**src/rtl/imem_loader_pkg.sv**
```systemverilog
// imem_loader_pkg: shared FSM state type and stream framing constants for the instruction-memory loader.
package imem_loader_pkg;

    typedef enum logic [2:0] {
        S_IDLE,
        S_LEN_LO,
        S_LEN_HI,
        S_DATA,
        S_WRITE,
        S_DONE,
        S_ERROR
    } state_t;

    localparam int LEN_BYTES      = 2;
    localparam int BYTES_PER_WORD = 4;

endpackage

```
**src/rtl/imem_word_packer.sv**
```systemverilog
// imem_word_packer: packs a little-endian byte stream into 32-bit words.
// Ports: clock/reset (async, active-high); clear restarts the group; push/in_byte shift one byte in;
// full is high while the next push completes a word, and word is that completed word.
module imem_word_packer
    import imem_loader_pkg::*;
(
    input  logic        clock,
    input  logic        reset,
    input  logic        clear,
    input  logic        push,
    input  logic [7:0]  in_byte,
    output logic [31:0] word,
    output logic        full
);
    logic [1:0]  cnt;
    logic [23:0] sr;
    // The final byte of a group goes straight into word[31:24], so the caller can
    // register the complete word on the same edge the last byte is accepted.
    always_ff @(posedge clock or posedge reset)
        if (reset) begin
            cnt <= '0;
            sr  <= '0;
        end else if (clear) begin
            cnt <= '0;
            sr  <= '0;
        end else if (push) begin
            cnt <= cnt + 2'd1;
            sr  <= {in_byte, sr[23:8]};
        end
    assign full = cnt == 2'(BYTES_PER_WORD - 1);
    assign word = {in_byte, sr};
endmodule

```
**src/rtl/imem_loader.sv**
```systemverilog
// imem_loader: loads a length-prefixed byte stream into instruction memory while holding the core.
// Ports: clock/reset (async, active-high); start begins a load from IDLE/DONE/ERROR;
// in_valid/in_byte/in_ready byte stream; wr_en/wr_addr/wr_data memory write port;
// cpu_hold stalls fetch; busy/done/error report load status.
module imem_loader
    import imem_loader_pkg::*;
#(
    parameter int DEPTH_WORDS = 16,
    parameter int CNT_W       = 16
)
(
    input  logic        clock,
    input  logic        reset,
    input  logic        start,
    input  logic        in_valid,
    input  logic [7:0]  in_byte,
    output logic        in_ready,
    output logic        wr_en,
    output logic [31:0] wr_addr,
    output logic [31:0] wr_data,
    output logic        cpu_hold,
    output logic        busy,
    output logic        done,
    output logic        error
);
    localparam logic [CNT_W-1:0] DEPTH_C = CNT_W'(DEPTH_WORDS);
    localparam logic [CNT_W-1:0] ONE     = CNT_W'(1);

    state_t                   state, state_nx;
    logic [CNT_W-1:0]         count, word_idx;
    logic [7:0]               len_lo;
    logic [LEN_BYTES*8-1:0]   hdr;
    logic                     take, start_go, pk_push, pk_full;
    logic [31:0]              pk_word;

    assign in_ready = state inside {S_LEN_LO, S_LEN_HI, S_DATA};
    assign take     = in_valid & in_ready;
    assign start_go = start & (state inside {S_IDLE, S_DONE, S_ERROR});
    assign pk_push  = take & (state == S_DATA);
    assign hdr      = {in_byte, len_lo};

    assign wr_en    = state == S_WRITE;
    assign busy     = state inside {S_LEN_LO, S_LEN_HI, S_DATA, S_WRITE};
    assign done     = state == S_DONE;
    assign error    = state == S_ERROR;
    // ERROR keeps the hold: the memory may contain a partial image.
    assign cpu_hold = !(state inside {S_IDLE, S_DONE});

    imem_word_packer u_packer (
        .clock   (clock),
        .reset   (reset),
        .clear   (start_go),
        .push    (pk_push),
        .in_byte (in_byte),
        .word    (pk_word),
        .full    (pk_full)
    );

    always_ff @(posedge clock or posedge reset)
        if (reset) state <= S_IDLE;
        else       state <= state_nx;

    always_comb begin
        state_nx = state;
        case (state)
            S_IDLE, S_DONE, S_ERROR: state_nx = start ? S_LEN_LO : state;
            S_LEN_LO: state_nx = take ? S_LEN_HI : state;
            S_LEN_HI: state_nx = !take                    ? state   :
                                 hdr == '0                ? S_DONE  :
                                 CNT_W'(hdr) > DEPTH_C    ? S_ERROR : S_DATA;
            S_DATA:   state_nx = (take && pk_full) ? S_WRITE : state;
            S_WRITE:  state_nx = (word_idx + ONE == count) ? S_DONE : S_DATA;
            default:  state_nx = S_IDLE;
        endcase
    end

    // Write address/data are captured as the last byte arrives so they are
    // stable for the whole WRITE cycle and hold afterwards.
    always_ff @(posedge clock or posedge reset)
        if (reset) begin
            count    <= '0;
            word_idx <= '0;
            len_lo   <= '0;
            wr_addr  <= '0;
            wr_data  <= '0;
        end else begin
            if (start_go) begin
                count    <= '0;
                word_idx <= '0;
            end
            if (take && state == S_LEN_LO) len_lo <= in_byte;
            if (take && state == S_LEN_HI) count <= CNT_W'(hdr);
            if (pk_push && pk_full) begin
                wr_data <= pk_word;
                wr_addr <= 32'(word_idx) * BYTES_PER_WORD;
            end
            if (state == S_WRITE) word_idx <= word_idx + ONE;
        end
endmodule

```
**config.mk**
```make
export PLATFORM = sky130hd
export DESIGN_NAME = imem_loader
export DESIGN_NICKNAME = d
export VERILOG_FILES = /design/src/rtl/imem_loader_pkg.sv /design/src/rtl/imem_word_packer.sv /design/src/rtl/imem_loader.sv
export SDC_FILE = /design/constraint.sdc
export NUM_CORES = 1
export LEC_CHECK = 0
export ABC_AREA = 1
export CORE_ASPECT_RATIO = 1.25
export CORE_UTILIZATION = 54
export CTS_CLUSTER_SIZE = 30
export DETAILED_ROUTE_END_ITERATION = 8
export PLACE_DENSITY = 0.8
export RECOVER_POWER = 50
export SYNTH_ARGS = -nofsm -noshare
export SYNTH_HDL_FRONTEND = slang
export SYNTH_SLANG_ARGS = --single-unit
```
**constraint.sdc**
```tcl
create_clock -name clock -period 5 [get_ports clock]
set_clock_uncertainty 0.1 [all_clocks]
set_input_delay 1 -clock clock [delete_from_list [all_inputs] [get_ports clock]]
set_output_delay 1 -clock clock [all_outputs]
set_load 0.01 [all_outputs]
```
==> run summary <==
outcome - finished with violations
violated checks - capacitance limit, slew limit
worst r2r src - state[2]$_DFFE_PP0P_
Final #Nets - 671
share of layout cells above drive strength 1 - 0.118
ANT cells - 0
TritonCTS clock tree - yes
multiplexer area fraction after synthesis - 0.0502
I/O pin total - 82
vias in the first global route - 4324
CP Buf/Inv Count - 2
routed wire length - 12000 µm
Final Slew Violations - 47
Area Growth Syn to Fin - 23.1%
final std cells w/o fill - 796
CTS root buf - clkbuf_16
Clk pin slew, worst setup/hold paths - 0.06 ns
GRT Total Usage - 0.247
hold buffer count at CTS - 0
Crit Path Class - reg2out
startpoint class of the critical path - flop
Synth Area per Inst - 9.15 µm²
crit-path max cell delay - 0.64 ns
Final Util - 0.687
Critical Path End Type - output pin
Simple-Gate Fraction of Synth Area - 0.182
cell taking the most area after synthesis - dfrtp_1
hold depth - 2
WL/cell - 15.0 µm
Final setup viols - 0
worst-skew pair later-pin latency - 0.41 ns
delay-heaviest family, CP - buffers and inverters
Multi-input gate area - 1970 µm²
sequential cell area - 2930 µm²
clock sinks - 117
Syn. warnings - 0
Pre-antenna DRT Iters - 5
Max Freq - 0.271 GHz
most common cell in the netlist - nand2_1
Starting Density - 0.558
worst-margin pin slew - 1.92 ns
Total Die Area - 10400 µm²
post-cts sizing count - 0
Port Buffers - 65
min-delay src - wr_addr[17]$_DFFE_PP0P_
CTS H-tree depth - 4
DP HPWL - 8120 µm
Seq/Total Area, Yosys - 0.543
Yosys cell types - 31
number of fill cells - 709
first-pass GRT wire length - 20000 µm
unrepaired setup endpoints after global routing - no
Leak Pwr - 3.33 nW
DRC viols - 0
fin crit period - 3.70 ns
asr flop ratio synth - 1.00
required time worst endpoint - 3.90 ns
Avg Vias per Cell - 5.40
worst reg2reg path endpoint - wr_data[0]$_DFFE_PP0P_
Synth Register Bits - 117
flop-to-flop setup slack - 2.24 ns
Tcrit/Tclk final - 0.739
Rel. slew slack - -0.290
Die X-Extent - 91.4 µm
critical path startpoint - state[0]$_DFFE_PP0P_
Site Rows - 40
Hold WC Path Type - reg2reg
R2R cell count - 8
Critical Path Stages - 4
main combinational cell family by area after synthesis - simple AND/OR/NAND/NOR gates
Adder-Cell Fraction of Synth Area - 0.00464
placer congestion estimate - 0.898
crit path cell chain - nor2_1, nand2_1, inv_1, clkdlybuf4s50_1
Synth Cell Area - 5390 µm²
Cell Pwr Density - 490 nW/µm²
clk buf depth - 2
antenna violations before repair - 0
MaxCap Viol Count - 1
Post-Synth XOR/XNOR Area - 0.00906
VDD IR max - 0.293 mV
largest cells by area after synthesis - dfrtp_1, nand2_1, inv_1
Compound-Gate Fraction of Synth Area - 0.107
Post-CTS Setup Inserts - 0
Synth top cells by count - nand2_1, dfrtp_1, inv_1
TNS Setup - 0 ns
largest net degree at the start of global routing - 47
initial drt markers - 307
top-area cell type share of the netlist area - 0.543
CORE AREA - 9660 µm²
Die Height - 114 µm
DR vias - 4299
final hold vios - 0
Slowest-stage cell, CP - clkdlybuf4s50_1
Worst EP arrival - 2.60 ns
Overflow after GRT - 0
Hold EP - wr_addr[17]$_DFFE_PP0P_
most common flop cell mapped by yosys - dfrtp_1
CTS buffer count - 17
Post-synth EDFFs - 0
placed cells - 764
DRT antenna net count - 0
Gate Count Post-Synth - 589
Crit Path Max Fanout - 12
==> routing by layer <==
layer  GRT usage  up-vias  part of all wire
li1            -     2035                 -
met1       0.293     2072              0.41
met2       0.420      152              0.51
met3      0.0593       40             0.051
met4       0.129        0             0.034
met5           0        -                 0
==> layout by cell type, fill, tap and decap left out <==
master	count
nor2_2	3
inv_1	85
o311ai_0	1
nor3_1	1
nand2_1	120
inv_2	3
conb_1	16
o22ai_1	18
and2_1	1
xor2_1	3
nor2_1	26
mux2_2	24
nor4_1	1
o21ai_2	1
a22oi_1	25
clkbuf_2	1
clkinv_1	1
nor2_4	5
dlygate4sd3_1	3
clkdlybuf4s50_1	62
clkinvlp_2	1
nand4_1	13
clkinv_4	3
a21oi_1	2
nand2_2	7
inv_8	1
inv_6	6
dfrtp_1	117
buf_4	2
o21ai_0	47
clkbuf_16	17
clkinvlp_4	2
o21ai_1	3
ha_1	2
nand3b_1	1
clkinv_2	2
nand3_1	42
xnor3_1	1
bufinv_16	1
==> where the power goes <==
group / total, mW / switching (mW) / leakage (nW) / internal, mW
Clock: 1.16 / 0.465 / 0.277 / 0.695
Combinational: 0.817 / 0.509 / 1.45 / 0.309
Sequential: 1.28 / 0.143 / 1.60 / 1.13
Total: 3.25 / 1.12 / 3.33 / 2.14
==> cell families after synthesis <==
group,count (synthesis)
AOI/OAI and AO/OA,97
xor gates and xnor gates,4
adders and majority gates,2
buffers and inverters,124
DFF,117
muxes,24
other,1
and+or+nand+nor,220
==> flip-flops by register name, summed over array words and instances, names as in the netlist <==
name	count
wr_data	32
u_packer.sr	24
state	3
u_packer.cnt	2
wr_addr	16
count	16
word_idx	16
len_lo	8
==> worst max path at each step <==
stage               slack [ns]                 endpoint
floorplan                 0.80     count[0]$_DFFE_PP0P_
global placement          1.49   wr_data[9]$_DFFE_PP0P_
detailed placement        1.42  wr_data[19]$_DFFE_PP0P_
CTS                       1.41                    wr_en
global route              1.20     state[2]$_DFFE_PP0P_
finish                    1.30                    wr_en
==> cell type report <==
type,count,share of cell area
clock inverters,15,0.0219
multi-input cells,363,0.296
well taps,126,0.0238
flip-flops and latches,117,0.442
clock buffers,17,0.0642
repair buffers,68,0.101
inverters,90,0.0511
==> tightest hold or removal path, delay by kind of cell (launching register included) <==
| family | cells | cell delay (ns) |
|---|---|---|
| AND/OR/NAND/NOR | 1 | 0.05 |
| flip-flops | 1 | 0.34 |
| AO/OA/AOI/OAI | 1 | 0.05 |
==> metrics by stage <==
stage	worst slack, ns	area, µm²	hold slack (ns)	power, mW
floorplan	0.799	5450	0.353	1.85
global placement	1.49	6060	0.365	2.05
detailed placement	1.42	6060	0.373	2.09
CTS	1.41	6640	0.387	3.26
global route	1.20	6630	0.402	3.43
finish	1.30	6630	0.380	3.25
(Power assumes the default switching activity.)
